[src/rtl/i2c_slave.sv]
// i2c_slave: byte-oriented I2C target with a fixed 7-bit address.
//
// SCL/SDA are oversampled on clk. START/STOP are detected, the address byte is decoded,
// received write bytes are presented on rx_data/rx_valid, and on a read the byte on
// data_out is shifted out MSB first. SDA is open-drain (sda_out: 0 = pull low,
// 1 = release). SCL is never driven, so there is no clock stretching.
//
// Optional build macro:
//   I2C_SLAVE_GENCALL_EN - also ACK the general-call write address (byte 8'h00). Received
//                          bytes then appear on rx_data. General call with R/W=1 is NACKed.
//
// Ports:
//   clk                 system clock, at least 8x the SCL frequency
//   rst_n               asynchronous active-low reset
//   repeated_start_cond 1 = honour a repeated START mid-transfer, 0 = abort to idle
//   data_out[7:0]       byte to transmit on a read, sampled at the preceding ACK
//   scl_in, sda_in      pad inputs
//   sda_out             open-drain SDA control
//   rx_data[7:0]        last byte received in a write
//   rx_valid            one-clk pulse when rx_data updates
//   rw_read             R/W bit of the current transaction (1 = read)
//   busy                high from an addressed START until STOP or abort
module i2c_slave #(
  parameter logic [6:0]  SLAVE_ADDR  = 7'h2A,
  parameter int unsigned SYNC_STAGES = 2
) (
  input  logic       clk,
  input  logic       rst_n,
  input  logic       repeated_start_cond,
  input  logic [7:0] data_out,
  input  logic       scl_in,
  input  logic       sda_in,
  output logic       sda_out,
  output logic [7:0] rx_data,
  output logic       rx_valid,
  output logic       rw_read,
  output logic       busy
);

  typedef enum logic [2:0] {
    StIdle, StAddr, StAddrAck, StRx, StRxAck, StTx, StTxAck
  } state_e;

  // Synchronizers plus one delay flop for edge detection; all reset to the idle bus level.
  logic [SYNC_STAGES-1:0] scl_sync_q, sda_sync_q;
  logic                   scl_dly_q, sda_dly_q;
  logic                   scl_s, sda_s;

  always_ff @(posedge clk or negedge rst_n) begin
    if (!rst_n) begin
      scl_sync_q <= '1;
      sda_sync_q <= '1;
      scl_dly_q  <= 1'b1;
      sda_dly_q  <= 1'b1;
    end else begin
      scl_sync_q <= {scl_sync_q[SYNC_STAGES-2:0], scl_in};
      sda_sync_q <= {sda_sync_q[SYNC_STAGES-2:0], sda_in};
      scl_dly_q  <= scl_s;
      sda_dly_q  <= sda_s;
    end
  end

  assign scl_s = scl_sync_q[SYNC_STAGES-1];
  assign sda_s = sda_sync_q[SYNC_STAGES-1];

  logic scl_rise, scl_fall, start_det, stop_det;
  assign scl_rise  = scl_s & ~scl_dly_q;
  assign scl_fall  = ~scl_s & scl_dly_q;
  // SDA edges only count as bus conditions when SCL is high on both samples.
  assign start_det = scl_s & scl_dly_q & sda_dly_q & ~sda_s;
  assign stop_det  = scl_s & scl_dly_q & ~sda_dly_q & sda_s;

  state_e     state_q;
  logic [3:0] bit_cnt_q;
  logic [7:0] shift_q;
  logic       phase_q;     // ACK states: 0 = waiting for the fall that opens the ACK bit
  logic       sda_q;
  logic [7:0] rx_data_q;
  logic       rx_valid_q;
  logic       rw_q;
  logic       busy_q;

  logic [7:0] rx_byte;
  logic       addr_hit;
  assign rx_byte = {shift_q[6:0], sda_s};

`ifdef I2C_SLAVE_GENCALL_EN
  assign addr_hit = (rx_byte[7:1] == SLAVE_ADDR) || (rx_byte == 8'h00);
`else
  assign addr_hit = (rx_byte[7:1] == SLAVE_ADDR);
`endif

  always_ff @(posedge clk or negedge rst_n) begin
    if (!rst_n) begin
      state_q    <= StIdle;
      bit_cnt_q  <= 4'd0;
      shift_q    <= 8'h00;
      phase_q    <= 1'b0;
      sda_q      <= 1'b1;
      rx_data_q  <= 8'h00;
      rx_valid_q <= 1'b0;
      rw_q       <= 1'b0;
      busy_q     <= 1'b0;
    end else begin
      rx_valid_q <= 1'b0;
      if (stop_det) begin
        state_q   <= StIdle;
        sda_q     <= 1'b1;
        busy_q    <= 1'b0;
        bit_cnt_q <= 4'd0;
        phase_q   <= 1'b0;
      end else if (start_det) begin
        sda_q     <= 1'b1;
        bit_cnt_q <= 4'd0;
        phase_q   <= 1'b0;
        if (state_q == StIdle || repeated_start_cond) begin
          state_q <= StAddr;
        end else begin
          state_q <= StIdle;
          busy_q  <= 1'b0;
        end
      end else begin
        unique case (state_q)
          StIdle: ;
          StAddr: begin
            if (scl_rise) begin
              shift_q   <= rx_byte;
              bit_cnt_q <= bit_cnt_q + 4'd1;
              if (bit_cnt_q == 4'd7) begin
                if (addr_hit) begin
                  state_q <= StAddrAck;
                  rw_q    <= rx_byte[0];
                  busy_q  <= 1'b1;
                  phase_q <= 1'b0;
                end else begin
                  // Not ours: stay released until the next START.
                  state_q <= StIdle;
                  busy_q  <= 1'b0;
                end
              end
            end
          end
          StAddrAck: begin
            if (scl_fall) begin
              if (!phase_q) begin
                sda_q   <= 1'b0;
                phase_q <= 1'b1;
                if (rw_q) shift_q <= data_out;
              end else begin
                phase_q   <= 1'b0;
                bit_cnt_q <= 4'd0;
                if (rw_q) begin
                  state_q <= StTx;
                  sda_q   <= shift_q[7];
                end else begin
                  state_q <= StRx;
                  sda_q   <= 1'b1;
                end
              end
            end
          end
          StRx: begin
            if (scl_rise) begin
              shift_q   <= rx_byte;
              bit_cnt_q <= bit_cnt_q + 4'd1;
              if (bit_cnt_q == 4'd7) begin
                rx_data_q  <= rx_byte;
                rx_valid_q <= 1'b1;
                state_q    <= StRxAck;
                phase_q    <= 1'b0;
              end
            end
          end
          StRxAck: begin
            if (scl_fall) begin
              if (!phase_q) begin
                sda_q   <= 1'b0;
                phase_q <= 1'b1;
              end else begin
                sda_q     <= 1'b1;
                phase_q   <= 1'b0;
                bit_cnt_q <= 4'd0;
                state_q   <= StRx;
              end
            end
          end
          StTx: begin
            if (scl_rise) begin
              bit_cnt_q <= bit_cnt_q + 4'd1;
            end else if (scl_fall) begin
              if (bit_cnt_q == 4'd8) begin
                sda_q   <= 1'b1;
                phase_q <= 1'b0;
                state_q <= StTxAck;
              end else begin
                shift_q <= {shift_q[6:0], 1'b0};
                sda_q   <= shift_q[6];
              end
            end
          end
          StTxAck: begin
            if (scl_rise && !phase_q) begin
              if (!sda_s) begin
                shift_q <= data_out;
                phase_q <= 1'b1;
              end else begin
                // Host NACK: release and wait; busy is only cleared by STOP.
                state_q <= StIdle;
                sda_q   <= 1'b1;
              end
            end else if (scl_fall && phase_q) begin
              state_q   <= StTx;
              sda_q     <= shift_q[7];
              bit_cnt_q <= 4'd0;
              phase_q   <= 1'b0;
            end
          end
          default: state_q <= StIdle;
        endcase
      end
    end
  end

  assign sda_out  = sda_q;
  assign rx_data  = rx_data_q;
  assign rx_valid = rx_valid_q;
  assign rw_read  = rw_q;
  assign busy     = busy_q;

endmodule

[config.mk]
export PLATFORM = sky130hd
export DESIGN_NAME = i2c_slave
export DESIGN_NICKNAME = d
export VERILOG_FILES = /design/src/rtl/i2c_slave.sv
export SDC_FILE = /design/constraint.sdc
export NUM_CORES = 1
export LEC_CHECK = 0
export CORE_ASPECT_RATIO = 0.75
export CORE_MARGIN = 2
export CORE_UTILIZATION = 24
export CTS_CLUSTER_SIZE = 12
export DETAILED_ROUTE_END_ITERATION = 6
export DONT_BUFFER_PORTS = 1
export PLACE_DENSITY = 0.37
export SLEW_MARGIN = 10
export SYNTH_ARGS = -nofsm -noshare
export SYNTH_HDL_FRONTEND = slang
export SYNTH_SLANG_ARGS = --single-unit
[constraint.sdc]
create_clock -name clk -period 4.15 [get_ports clk]
set_clock_uncertainty 0.2 [all_clocks]
set_input_delay 0.415 -clock clk [delete_from_list [all_inputs] [get_ports clk]]
set_output_delay 0.415 -clock clk [all_outputs]
set_load 0.005 [all_outputs]
### Yosys cells after proc, flatten, opt, wreduce, memory -nomap -nowiden

Index checks and enable logic that the tools add are counted.

| word-level totals | value |
|---|---|
| output and inout port bits | 12 |
| register bits after elaboration | 34 |

| operators by class | value |
|---|---|
| reduce and logical (&&, ||, !) cells | 23 |
| multiplexer cells | 80 |
| bitwise logic cells | 13 |
| equality and inequality tests | 40 |
| add/subtract/negate cells | 1 |

Operator list:

| kind | count |
|---|---|
| $mux 8 | 9 |
| $ne 4x4->1 const B | 14 |
| $mux 3 | 17 |
| $mux 1 | 41 |
| $pmux 8 s4 | 1 |
| $mux 4 | 7 |
| $reduce_and 12->1 | 2 |
| $pmux 3 s7 | 1 |
| $ne 2x2->1 const B | 8 |
| $ne 5x5->1 const B | 3 |
| $reduce_and 14->1 | 1 |
| $ne 4x1->1 const B | 3 |
| $pmux 4 s3 | 1 |
| $reduce_and 6->1 | 2 |
| $eq 3x3->1 const B | 3 |
| $reduce_bool 3->1 | 3 |
| $and 1x1->1 | 7 |
| $eq 7x6->1 const B | 1 |
| $reduce_and 7->1 | 1 |
| $reduce_bool 7->1 | 1 |
| $eq 3x2->1 const B | 2 |
| $ne 3x3->1 const B | 2 |
| $not 1->1 | 6 |
| $reduce_bool 6->1 | 1 |
| other kinds (18) | 20 |

### Depth between registers and ports, before layout

| depth | value |
|---|---|
| word-level depth | 8 |
| gate-level depth with buffers | 7 |
| mapped depth without buffers | 7 |

### Worst setup path after synthesis

No wires, ideal clock.

| path | value |
|---|---|
| path type | flip-flop to flip-flop |
| start point | reg sda_sync_q[1] |
| end point | reg shift_q[0] |
| path buffers | 1 |
| path slack | 1.918 ns |
| clock period less this slack | 2.232 ns |
| required time | 3.825 ns |
| cell stages (with the launch flop) | 6 |
| arrival | 1.907 ns |
| cells stage by stage | dfstp_2 -> buf_6 -> xnor2_1 -> nor2_1 -> a2111oi_4 -> mux2_2 |

| between the ends | value |
|---|---|
| word-level cells in the longest chain between the ends | 4 |

Ends and longest elaborated chain:

| what | RTL line | text |
|---|---|---|
| from (decl) | 45 | `logic [SYNC_STAGES-1:0] scl_sync_q, sda_sync_q;` |
| from (signal assigned) | 57 | `sda_sync_q <= {sda_sync_q[SYNC_STAGES-2:0], sda_in};` |
| $not 1->1 | 70 | `assign start_det = scl_s & scl_dly_q & sda_dly_q & ~sda_s;` |
| $and 1x1->1 | 70 |  |
| $not 1->1 (no line) | - |  |
| $reduce_and 12->1 (no line) | - |  |
| to (signal assigned) | 127 | `shift_q <= rx_byte;` |
| to (signal assigned) | 148 | `if (rw_q) shift_q <= data_out;` |
| to (signal assigned) | 164 | `shift_q <= rx_byte;` |
| to (decl) | 75 | `logic [7:0] shift_q;` |

Parallel ways exist; a longest one is shown, timed or not. The select of a mux whose other input is x is not followed.
A chain may end at the register's enable or synchronous reset.

### Worst setup path in the final report

| path | value |
|---|---|
| start point | reg state_q[1] |
| end point | reg shift_q[6] |

| between the ends | value |
|---|---|
| word-level cells in the longest chain between the ends | 4 |

Ends and longest elaborated chain:

| what | RTL line | text |
|---|---|---|
| from (decl) | 73 | `state_e state_q;` |
| from (signal assigned) | 95 | `state_q <= StIdle;` |
| from (signal assigned) | 107 | `state_q <= StIdle;` |
| from (signal assigned) | 117 | `state_q <= StAddr;` |
| $eq 3x2->1 / $eq 3x1->1 (equally long branches) | 123 | `unique case (state_q)` |
| $reduce_or 2->1 (no line) | - |  |
| $ne 2x1->1 (no line) / $reduce_bool 4->1 (equally long branches) | - |  |
| $reduce_and 12->1 (no line) | - |  |

Parallel ways exist; a longest one is shown, timed or not.

==> results.ini <==
[outcome]
outcome = finished clean

[global_route]
grt_max_degree = 35
gr-total-overflow = 0
grtUsageMet3 = 0.0392
met1_usage = 0.197
grt_pass1_wl_mm = 8.65
grt_use_met2 = 0.157
grt_usage = 0.124
grt-busiest-layer = met1
grt_pass1_vias = 1525
antenna_found_initial = 0

[clocking]
post-cts-setup-buffers = 0
clkLatencyLatePin_ps = 290
path_clk_slew_ps = 70
cts_buffers = 5
cts_tree = built
root_buffer = clkbuf_8
clock_path_buffers = 2
cts.sinks = 34
cts-htree-levels = 2
post_cts_resized = 0

[floorplan]
rows = 28
die_y_um = 83.0
ios = 25
core_area_um2 = 7990
fp.dieW_um = 109
dieArea_um2 = 9080
initial_core_util = 0.250

[hold_path]
min_to = sda_sync_q[1]$_DFF_PN1_
worstHoldStart = sda_sync_q[0]$_DFF_PN1_
hold_class = reg -> reg
hold_depth = 0

[pwr]
worst_ir_drop_vdd_mv = 0.155
p_leak_nw = 0.863
p_total_mw = 0.919
powerDensity_nw_per_um2 = 415

[route]
drt-pass1-iter-count = 4
routedWlPerCell_um = 17.7
drc = 0
wirelength_mm = 5.24
first_iter_violations = 96
via_per_inst = 5.11
via_count = 1513
postRouteAntennaNets = 0

[run]
cap_violations = 0

[critical_path]
critPathMaxFanout = 22
r2r_slack_ps = 1460
cp.depth = 4
cp_top_family = compound AO/OA/AOI/OAI gates
crit_type = reg -> reg
end_kind = flop
critPathLaunchType = flop
critPathRequiredTime_ps = 4130
rr_endpoint = shift_q[6]$_DFFE_PN0P_
reg2reg_from = state_q[1]$_DFFE_PN0P_
worstRegToRegCells = 4
worstPathArrival_ps = 2660
cpPeakStageDelay_ps = 780
slowest_stage = dfrtp_1
path_cells = nor2b_1, a22o_1, a2111oi_4, mux2_2
cp.buffers_inverters = 0

[sta]
worst_pin_slew_ps = 917
slew_headroom = 0.386
worst_hold_slack_ps = 157
finalCritPeriodShare = 0.647
period_needed_ps = 2690
rsz0062_at_grt = no
setup-tns-final_ps = 0
finalHoldViolCount = 0
drv_slew = 0
fmax_ghz = 0.372
setup_viol = 0

[finish]
num_antenna_cells = 0
area_growth_syn_to_layout_pct = 10.8
drive_gt1_frac = 0.257
fin_nets = 205

[placed_design]
io_buffers = 0
dp_hpwl_mm = 3.75
place.gp.congestion = 0.869

[yosys]
syn_inst = 191
ys_seq_elements = 34
ys_types = 49
syn-cell-area_um2 = 2000
synth_edf_count = 0
syn_nets = 206
yosysSeqAreaShare = 0.430
synthArstFlopShare = 1.00
synth_top_flop_cell = dfrtp_1
yosysWarnings = 0
syn_avg_cell_area_um2 = 10.5

[metrics by stage]
step                      utilization  cells  setup WS [ps]  instance area, um2
after detailed placement        0.259    284           1440                2070
after global placement          0.259    284           1440                2070
final                           0.277    296           1460                2210
after CTS                       0.277    296           1420                2210
after floorplan                     -    191           1920                2000
after global routing            0.277    296           1250                2210
[logic make-up (layout without fill, tap and decap cells)]
group	Yosys count	count (layout)	synth area share
and+or+nand+nor	54	54	0.156
AOI/OAI and AO/OA	51	51	0.184
DFF	34	34	0.430
muxes	31	31	0.172
buffers and inverters	18	18	0.0413
adders and majority gates	2	2	0.0125
xor gates and xnor gates	1	1	0.00438
[registers in the layout (all words and copies together), names as in the netlist]
| signal | count |
|---|---|
| shift_q | 8 |
| sda_dly_q | 1 |
| scl_sync_q | 2 |
| bit_cnt_q | 4 |
| scl_dly_q | 1 |
| rx_valid | 1 |
| phase_q | 1 |
| busy | 1 |
| state_q | 3 |
| sda_out | 1 |
| sda_sync_q | 2 |
| rx_data | 8 |
| rw_read | 1 |
[Yosys cell counts, types with 3 or more instances]
cell type | n | area [um2]
o2111ai_1 | 3 | 26.3
inv_1 | 6 | 22.5
nor2_1 | 13 | 48.8
a21oi_1 | 11 | 55.1
buf_2 | 6 | 30.0
nor2b_1 | 4 | 25.0
dfrtp_1 | 27 | 676
nand3_1 | 3 | 15.0
o211ai_1 | 3 | 22.5
o21ai_0 | 12 | 60.1
mux2i_1 | 5 | 50.1
mux2_2 | 26 | 293
a31oi_1 | 3 | 18.8
clkbuf_1 | 5 | 18.8
nand2_1 | 7 | 26.3
nor3_1 | 3 | 15.0
dfstp_2 | 7 | 184
nand2b_1 | 5 | 31.3
[power by group]
group	leakage, nW	switching, mW	internal, mW
clock network	0.0472	0.128	0.133
registers	0.433	0.0687	0.386
logic	0.383	0.0926	0.110
[cells in the final DEF (no fill, tap or decap), types with 2 or more instances in the layout]
cell,Yosys,routed
a211oi_1,2,2
a21oi_1,11,11
a22o_1,2,2
a31oi_1,3,3
and3b_1,2,2
clkbuf_8,0,6
dfrtp_1,27,27
dfstp_2,7,7
dlygate4sd3_1,0,3
ha_1,2,2
inv_1,6,6
mux2_2,26,26
mux2i_1,5,5
nand2_1,7,7
nand2b_1,5,5
nand3_1,3,3
nand3b_1,2,2
nand4_1,2,2
nor2_1,13,13
nor2b_1,4,4
nor3_1,3,3
nor3b_1,2,2
nor4b_1,2,2
o2111ai_1,3,3
o211ai_1,3,3
o21a_1,2,2
o21ai_0,12,12
o32a_1,2,2
or2_2,2,2
[per-layer routing]
| metal | vias to the layer above | part of all wire |
|---|---|---|
| met3 | 6 | 0.068 |
| met5 | - | 0 |
| li1 | 712 | - |
| met4 | 0 | 0.0092 |
| met2 | 55 | 0.40 |
| met1 | 740 | 0.52 |
[final cells by class]
class / count / area [um2]
sequential: 34 / 860
inverter: 6 / 22.5
fill: 848 / 5770
clock inverter: 2 / 12.5
tap: 105 / 131
multi-input combinational: 139 / 1060
clock buffer: 6 / 82.6
timing repair buffer: 4 / 50.0
[how the worst max path moves through the flow]
stage / to / slack [ps] / start
6_report: shift_q[6]$_DFFE_PN0P_ / 1460 / state_q[1]$_DFFE_PN0P_
5_1_grt: shift_q[6]$_DFFE_PN0P_ / 1250 / state_q[0]$_DFFE_PN0P_
4_1_cts: shift_q[4]$_DFFE_PN0P_ / 1420 / state_q[0]$_DFFE_PN0P_
3_5_place_dp: shift_q[4]$_DFFE_PN0P_ / 1440 / state_q[0]$_DFFE_PN0P_
3_3_place_gp: rx_data[5]$_DFFE_PN0P_ / 1440 / state_q[0]$_DFFE_PN0P_
2_1_floorplan: shift_q[0]$_DFFE_PN0P_ / 1920 / sda_sync_q[1]$_DFF_PN1_
[repair_timing]
action / in CTS / in global routing
endpoints found under the hold margin: 36 / 0
hold buffers: 4 / 0
setup endpoints to repair: 0 / 0
Note: power is estimated with default switching activity, not from simulation.
